==> config.mk <==
export PLATFORM = sky130hd
export DESIGN_NAME = arb2_mux_ctrl
export DESIGN_NICKNAME = d
export VERILOG_FILES = /design/src/rtl/arb2_mux_ctrl.sv
export SDC_FILE = /design/constraint.sdc
export NUM_CORES = 1
export LEC_CHECK = 0
export ABC_AREA = 1
export CAP_MARGIN = 20
export CORE_ASPECT_RATIO = 0.75
export CORE_MARGIN = 2
export CORE_UTILIZATION = 28
export CTS_CLUSTER_DIAMETER = 50
export DETAILED_ROUTE_END_ITERATION = 10
export GPL_TIMING_DRIVEN = 0
export PLACE_DENSITY_LB_ADDON = 0.3
export REMOVE_ABC_BUFFERS = 1
export SLEW_MARGIN = 20
export SYNTH_ARGS = -nofsm -noshare
export SYNTH_HDL_FRONTEND = slang
export SYNTH_SLANG_ARGS = --single-unit
==> constraint.sdc <==
create_clock -name clk -period 1.75 [get_ports clk]
set_input_delay 0.525 -clock clk [delete_from_list [all_inputs] [get_ports clk]]
set_output_delay 0.525 -clock clk [all_outputs]
set_load 0.03 [all_outputs]
==> src/rtl/arb2_mux_ctrl.sv <==
`default_nettype none
// ============================================================================
// Module   : arb2_mux_ctrl (+ arb2_word_mux)
// Purpose  : Two-requester round-robin arbiter with burst-limited ownership
//            driving a shared 2:1 word mux toward a valid/ready consumer.
// Revision : 1.0
// ============================================================================

module arb2_word_mux #(
  parameter int WIDTH = 32
) (
  input  logic             sel_i,
  input  logic [WIDTH-1:0] a_i,
  input  logic [WIDTH-1:0] b_i,
  output logic [WIDTH-1:0] y_o
);
  assign y_o = sel_i ? b_i : a_i;
endmodule

module arb2_mux_ctrl #(
  parameter int WIDTH     = 32,
  parameter int MAX_BURST = 4
) (
  input  logic             clk,
  input  logic             rst_n,
  input  logic             req0,
  input  logic             req1,
  input  logic [WIDTH-1:0] dat0,
  input  logic [WIDTH-1:0] dat1,
  input  logic             out_ready,
  output logic             ack0,
  output logic             ack1,
  output logic             gnt0,
  output logic             gnt1,
  output logic             sel,
  output logic             out_valid,
  output logic [WIDTH-1:0] out_data
);
  localparam int CW = $clog2(MAX_BURST + 1);

  typedef enum logic [1:0] {
    IDLE = 2'd0,
    OWN0 = 2'd1,
    OWN1 = 2'd2
  } state_t;

  state_t          state_q;
  logic            sel_q;
  logic            last_q;
  logic [CW-1:0]   cnt_q;
  logic [CW-1:0]   cnt_inc;
  logic            burst_done;

  assign gnt0       = (state_q == OWN0);
  assign gnt1       = (state_q == OWN1);
  assign sel        = sel_q;
  assign ack0       = gnt0 & req0 & out_ready;
  assign ack1       = gnt1 & req1 & out_ready;
  assign out_valid  = (gnt0 & req0) | (gnt1 & req1);
  assign cnt_inc    = cnt_q + CW'(1);
  assign burst_done = (cnt_inc == CW'(MAX_BURST));

  always_ff @(posedge clk) begin
    if (!rst_n) begin
      state_q <= IDLE;
      sel_q   <= 1'b0;
      last_q  <= 1'b1;
      cnt_q   <= '0;
    end else begin
      unique case (state_q)
        IDLE: begin
          cnt_q <= '0;
          // On a tie the requester that did not own the path last wins
          if (req0 && (!req1 || last_q)) begin
            state_q <= OWN0;
            sel_q   <= 1'b0;
          end else if (req1) begin
            state_q <= OWN1;
            sel_q   <= 1'b1;
          end
        end
        OWN0: begin
          if (!req0) begin
            cnt_q  <= '0;
            last_q <= 1'b0;
            if (req1) begin
              state_q <= OWN1;
              sel_q   <= 1'b1;
            end else begin
              state_q <= IDLE;
            end
          end else if (ack0) begin
            if (burst_done) begin
              cnt_q <= '0;
              if (req1) begin
                state_q <= OWN1;
                sel_q   <= 1'b1;
                last_q  <= 1'b0;
              end
            end else begin
              cnt_q <= cnt_inc;
            end
          end
        end
        OWN1: begin
          if (!req1) begin
            cnt_q  <= '0;
            last_q <= 1'b1;
            if (req0) begin
              state_q <= OWN0;
              sel_q   <= 1'b0;
            end else begin
              state_q <= IDLE;
            end
          end else if (ack1) begin
            if (burst_done) begin
              cnt_q <= '0;
              if (req0) begin
                state_q <= OWN0;
                sel_q   <= 1'b0;
                last_q  <= 1'b1;
              end
            end else begin
              cnt_q <= cnt_inc;
            end
          end
        end
        default: begin
          state_q <= IDLE;
          cnt_q   <= '0;
        end
      endcase
    end
  end

  arb2_word_mux #(.WIDTH(WIDTH)) u_mux (
    .sel_i (sel_q),
    .a_i   (dat0),
    .b_i   (dat1),
    .y_o   (out_data)
  );
endmodule
`default_nettype wire

==> metrics, run 1 <==
outcome finished with violations; failing checks setup timing; crit path max fanout 1; max-cap violation count 0; first-pass GRT wire length 6970 µm; post-route minimum period approximately 1.8 ns; data required time of the worst path 1.22 ns; Num CTS Buffers 3; vias between 1.5k and 2k; Setup Crit Path Kind in2out; Slew Limit Fails 0; CTS Buffer Depth 2; Yosys reg bits 7; clk_lat worst skew roughly 0.23 ns; Sw Ratio 52.2%; CTS tree yes; Sequential Power Share about a tenth; First-pass DRT Iterations 4; DR iter-0 viols roughly 140; count of cell types in the netlist 21; Routed Wire Length roughly 4700 µm; Syn. warnings 0; CP startpoint kind input port; Net Sw Power 1.37 mW; Die W roughly 73 µm; setup ws final -0.00500 ns; # setup viols final 1; largest net degree at the start of global routing 19; ANT nets after route 0; largest family of logic cells by synthesized area simple AND/OR/NAND/NOR gates; Nets 387; Simple-Gate Fraction of Synth Area 63.4%; Hold Path Class reg2reg; Cells after Synth slightly below 200; GR Util All Layers a little over a fifth; Placed Area 2070 µm²; reg-to-reg startpoint cnt_q[0]$_SDFFE_PN0P_; Die ar. approximately 4000 µm²; vias in the first global route 1524; worst hold path depth 2; H-tree depth 1; skew final between 0.0003 and 0.0004 ns; filler cell count in the final layout 300; mux share of post-synthesis cell area 0%; Power Total approximately 2.6 mW; met3 routed WL around 160 µm; Worst path max stage delay 0.46 ns; # clock sinks 7; Final Cycle Share 100%; final instance area between 2000 and 2500 µm²; I/O pins around 110; DR vias/cell about 4.5; Mapped Area roughly 1000 µm²; unrepaired setup endpoints after global routing true; Final Hold Fails 0; Hold Path Origin last_q$_SDFFE_PN1P_; CP endpoint out_data[17]; Initial Utilization ~30%; most frequent CP cell nand2_1; highest clock rate around 0.57 GHz; compound-cell area share of the yosys netlist between 4 and 5%; Power Dens Cells 1140 nW/µm²; core area between 3000 and 4000 µm²; Critical Path AT 1.23 ns; Worst R2R Setup Slack 0.40 ns; row count 18; met2 routed WL around 2600 µm; I/O Buffers between 100 and 150; Seq/Total Area, Yosys ~14%; Syn Area/Cell about 5.0 µm²; Crit Reg-Reg Endpoint state_q[0]$_SDFFE_PN0P_; CP max-delay cell clkdlybuf4s50_1; Max rail drop VDD 0.490 mV; clk root buf clkbuf_8; synth-to-layout area growth 130%; Gate power share between 80 and 90%; crit path from dat1[17]; adder-cell area share of the yosys netlist under 10%; Placer Congestion around 0.91; clock-pin slew on the worst setup and hold paths about 0.040 ns; CP cell instances clkdlybuf4s50_1 > nand2_1 > nand2_1 > buf_6; worst reg-to-reg path cell count 8; Met1 Wirelength ~1900 µm; total gr overflow 0; WL per Instance 13.2 µm; Chip Height between 50 and 60 µm; Place WS -1.53 ns; share of post-route cells with drive strength above 1 29.3%; Top Metal Used met4; post-DP HPWL approximately 3200 µm; Worst-Margin Slew between 0.2 and 0.25 ns; # DRC 0; Worst slew margin between 80% and 90%; CTS Hold Bufs 0; XOR/XNOR share of the synthesized area 0%; initial antenna violation count 1; Clock power frac 8.8%; crit end category output port; P_leak ~1.3 nW; Int Pwr approximately 1.3 mW
timing repair:
| item | 4_1_cts | 5_1_grt |
|---|---|---|
| pin swaps | 50 | 20 |
| gates resized for setup | 318 | 40 |
| cloned | 1 | 0 |
| buffers inserted | 8 | 1 |
| setup endpoints to repair | 39 | 36 |
state kept, by name, indices dropped and copies added (netlist names):
name and cells:
sel 1, last_q 1, cnt_q 3, state_q 2
per-stage QoR:
stage | TNS [ns] | utilization, % | hold WS (ns) | std cells
floorplan | -23.99 | - | 0.430 | 191
global placement | -53.75 | 61.6 | 0.453 | 337
detailed placement | -52.65 | 61.6 | 0.451 | 337
CTS | -0.0280 | 65.3 | 0.462 | 350
global route | -0.626 | 68.5 | 0.529 | 352
finish | -0.00500 | 68.5 | 0.459 | 352
critical path: cells and delay by family:
family	cells	cell delay [ns]
simple gates	2	0.11
buf+inv	2	0.59
cells by family (layout without fill, tap and decap cells):
logic type	after synthesis	after routing
AO/OA/AOI/OAI	9	9
buffers and inverters	24	136
AND/OR/NAND/NOR	153	153
other	0	1
flip-flops	7	7
adder cells (fa/ha/maj)	6	6
power groups by stage:
stage	Clock, mW	Combinational (mW)	Sequential, mW
5_1_grt	0.249	2.28	0.270
3_3_place_gp	0	1.80	0.289
3_5_place_dp	0	1.81	0.286
2_1_floorplan	0	1.06	0.275
4_1_cts	0.237	2.04	0.258
6_report	0.232	2.13	0.262
worst min-delay path by stage:
stage	to	slack (ns)
2_1_floorplan	last_q$_SDFFE_PN1P_	0.43
3_3_place_gp	last_q$_SDFFE_PN1P_	0.45
3_5_place_dp	last_q$_SDFFE_PN1P_	0.45
4_1_cts	last_q$_SDFFE_PN1P_	0.46
5_1_grt	cnt_q[2]$_SDFFE_PN0P_	0.53
6_report	last_q$_SDFFE_PN1P_	0.46
cells in the final DEF, fill, tap and decap left out, drive strengths merged:
cell	synthesis	final
a21boi	1	1
a21oi	5	5
buf	5	44
clkbuf	3	5
clkdlybuf4s15	0	5
clkdlybuf4s50	0	2
clkinv	1	1
clkinvlp	0	2
dfxtp	7	7
diode	0	1
dlygate4sd2	0	49
dlymetal6s2s	0	14
ha	6	6
inv	15	14
nand2	127	127
nand3	7	7
nand4	1	1
nor2	17	17
nor3	1	1
o21ai	3	3
area by class of cell:
class | count | area, µm² | area share (%)
repair buffers | 115 | 1150 | 50.2
inverters | 16 | 63.8 | 2.78
diodes | 1 | 2.50 | 0.109
multi-input cells | 168 | 827 | 36.0
repair inverters | 1 | 7.51 | 0.327
flip-flops and latches | 7 | 149 | 6.48
well taps | 40 | 50.0 | 2.18
clock buffers | 4 | 45.0 | 1.96
per-layer routing:
| layer | up-vias | global-route usage (%) |
|---|---|---|
| met1 | 696 | 23.8 |
| li1 | 821 | - |
| met5 | - | 0 |
| met4 | 0 | 6.61 |
| met3 | 6 | 3.99 |
| met2 | 51 | 41.6 |
synthesized netlist by cell type:
| cell type | count | area share (%) |
|---|---|---|
| clkinv_1 | 1 | 0.38 |
| nand2_4 | 2 | 2.3 |
| inv_1 | 13 | 4.9 |
| ha_1 | 6 | 7.5 |
| nand3_1 | 6 | 3.0 |
| a21boi_0 | 1 | 0.75 |
| o21ai_1 | 1 | 0.50 |
| buf_6 | 1 | 1.1 |
| inv_2 | 2 | 0.75 |
| nor3_1 | 1 | 0.50 |
| nor2_2 | 3 | 1.9 |
| buf_2 | 4 | 2.0 |
| nand4_1 | 1 | 0.63 |
| nand2_2 | 4 | 2.5 |
| clkbuf_1 | 3 | 1.1 |
| a21oi_1 | 5 | 2.5 |
| nand2_1 | 121 | 46 |
| o21ai_0 | 2 | 1.0 |
| nand3_4 | 1 | 1.8 |
| dfxtp_1 | 7 | 14 |
| nor2_1 | 14 | 5.3 |
Power figures use the tool's default switching activity.
==> inputs of run 2 (changes only) <==
--- a/config.mk
+++ b/config.mk
@@ -7,9 +7,11 @@
 export LEC_CHECK = 0
 export ABC_AREA = 1
 export CAP_MARGIN = 20
+export CELL_PAD_IN_SITES_DETAIL_PLACEMENT = 1
+export CELL_PAD_IN_SITES_GLOBAL_PLACEMENT = 1
 export CORE_ASPECT_RATIO = 0.75
 export CORE_MARGIN = 2
-export CORE_UTILIZATION = 28
+export CORE_UTILIZATION = 16
 export CTS_CLUSTER_DIAMETER = 50
 export DETAILED_ROUTE_END_ITERATION = 10
 export GPL_TIMING_DRIVEN = 0
==> run 2 against run 1 <==
Compared with the run above:
- the run now ends clean
- core utilization down 29 points
- clock-buffer cell count is the same
- flip-flop and latch count unchanged
- die area up 70%
- final area increased by 1.8%
- fmax up 2.1%
- global-route usage shrank 6.9 points
- power grew 2.4%
- clock power is essentially flat
- critical path depth increased by 1
- clock skew is 0.0011 ns higher
- critical endpoint is now out_data[24]
- largest power group unchanged
==> metrics, run 2 (same netlist as run 1, synthesis figures left out) <==
most frequent CP cell buf_6; largest net degree at the start of global routing 19; initial antenna violation count 0; P_leak between 1 and 1.5 nW; Worst slew margin 86.6%; I/O Buffers about 110; clock-pin slew on the worst setup and hold paths about 0.040 ns; Clock power frac approximately 8.7%; H-tree depth 1; CP max-delay cell dfxtp_4; DR vias/cell 4.08; largest reg by FF count cnt_q; DR iter-0 viols 34; commonest non-fill, non-tap cell in the layout nand2_1; Worst-Margin Slew roughly 0.20 ns; CP bufs+invs 3; First-pass DRT Iterations 4; CTS Buffer Depth 2; hold_ws slightly below 0.5 ns; max FFs per register 3; CTS Hold Bufs 0; core area ~5900 µm²; DP Cell Count 375; Crit Reg-Reg Endpoint last_q$_SDFFE_PN1P_; CP cell instances clkinvlp_4 > buf_6 > nand2_1 > nand2_2 > buf_6; vias in the first global route between 1.5k and 2k; crit path from sel$_SDFFE_PN0P_; Slew Limit Fails 0; CTS tree yes; GR Util All Layers roughly 15%; Die W roughly 95 µm; data required time of the worst path about 1.2 ns; Placer Congestion 0.756; max-cap violation count 0; commonest non-fill, non-tap cells in the layout nand2_1, dlygate4sd2_1, buf_6, nand2_2, nor2_1; vias between 1.5k and 2k; crit end category output port; WL per Instance 13.8 µm; unrepaired setup endpoints after global routing true; Sw Ratio between 50% and 60%; Die ar. about 6900 µm²; Int Pwr 1.29 mW; Net Sw Power 1.40 mW; Chip Height around 72 µm; Final Hold Fails 0; # setup viols final 0; worst hold path depth 2; n_diodes 0; Power Dens Cells roughly 1100 nW/µm²; Worst R2R Setup Slack ~0.36 ns; reg-to-reg startpoint state_q[0]$_SDFFE_PN0P_; final instance area around 2300 µm²; clk root buf clkbuf_8; Hold Path Class reg2reg; Nets around 400; Routed Wire Length 5410 µm; CP delay by family, top buffers and inverters; outcome finished, final reports clean; Initial Utilization 16.9%; crit path max fanout 16; post-DP HPWL roughly 4200 µm; Setup Crit Path Kind reg2out; Worst path max stage delay around 0.40 ns; # clock sinks 7; # DRC 0; total gr overflow 0; non-filler instance count after layout 392; first-pass GRT wire length approximately 8000 µm; Power Total between 2 and 3 mW; I/O pins ~110; Max rail drop VDD ~0.28 mV; TNS Setup 0 ns; Final Cycle Share a little over nine tenths; Critical Path AT between 1 and 1.5 ns; Sequential Power Share under 10%; share of post-route cells with drive strength above 1 approximately 28%; Min-Delay Endpoint last_q$_SDFFE_PN1P_; Gate power share approximately four fifths; Hold Path Origin last_q$_SDFFE_PN1P_; top flop regs cnt_q: 3 flops, state_q: 2 flops; row count 24; skew final 0.00145 ns; ANT nets after route 0; Num CTS Buffers 3; worst reg-to-reg path cell count 8; Placed Area ~2100 µm²; synth-to-layout area growth 135%; CP startpoint kind flop; clk_lat worst skew between 0.2 and 0.25 ns; post-route minimum period around 1.7 ns; highest clock rate between 0.5 and 0.6 GHz
-- run 2: cell types whose count changed in the layout (fill, tap and decap cells not counted), sizes merged --
cell / delta
clkbuf: -1
diode: -1
buf: +4
dlygate4sd2: +9
dlymetal6s2s: -8
clkdlybuf4s50: -1
-- run 2: worst max-delay path by stage --
stage / end / slack [ns] / depth (start not counted)
2_1_floorplan: out_data[0] / -0.73 / 3
3_3_place_gp: out_data[4] / -1.80 / 4
3_5_place_dp: out_data[4] / -1.11 / 4
4_1_cts: out_data[4] / -0.03 / 4
5_1_grt: out_data[4] / -0.04 / 5
6_report: out_data[24] / 0.03 / 5
-- run 2: layout make-up --
type / count / area [µm²]
fill: 785 / 3580
timing repair buffer: 118 / 1150
multi-input combinational: 168 / 825
sequential: 7 / 149
tap: 78 / 97.6
inverter: 16 / 63.8
clock buffer: 4 / 45.0
timing repair inverter: 1 / 7.51
-- run 2: tightest hold or removal path, delay by kind of cell, from the launching register on --
family           cells  cell delay [ns]
flip-flops           1             0.33
AO/OA/AOI/OAI        1             0.07
AND/OR/NAND/NOR      1             0.06
-- run 2: layer usage --
metal | part of all wire (%) | global-route usage, % | vias up
met1 | 39 | 17.4 | 736
met4 | 1.2 | 3.54 | 0
li1 | - | - | 828
met3 | 3.8 | 2.49 | 6
met2 | 56 | 28.1 | 31
met5 | 0 | 0 | -
-- run 2: repair_timing --
action	CTS	global route
hold endpoints to repair	0	0
gates resized for setup	332	27
buffers inserted	8	4
cloned	1	0
endpoints found under the setup margin	39	30
pin swaps	56	11
-- run 2: metrics by stage --
step / util [%] / setup WS, ns
final: 39.6 / 0.0319
after global routing: 39.6 / -0.0435
after CTS: 37.9 / -0.0307
after detailed placement: 35.7 / -1.11
after global placement: 35.7 / -1.80
after floorplan: - / -0.733
-- run 2: power by group through the flow --
stage,clock [mW],combinational [mW],sequential (mW)
CTS,0.242,2.12,0.261
finish,0.234,2.20,0.261
global placement,0,1.84,0.296
global route,0.256,2.36,0.269
floorplan,0,1.06,0.275
detailed placement,0,1.86,0.296
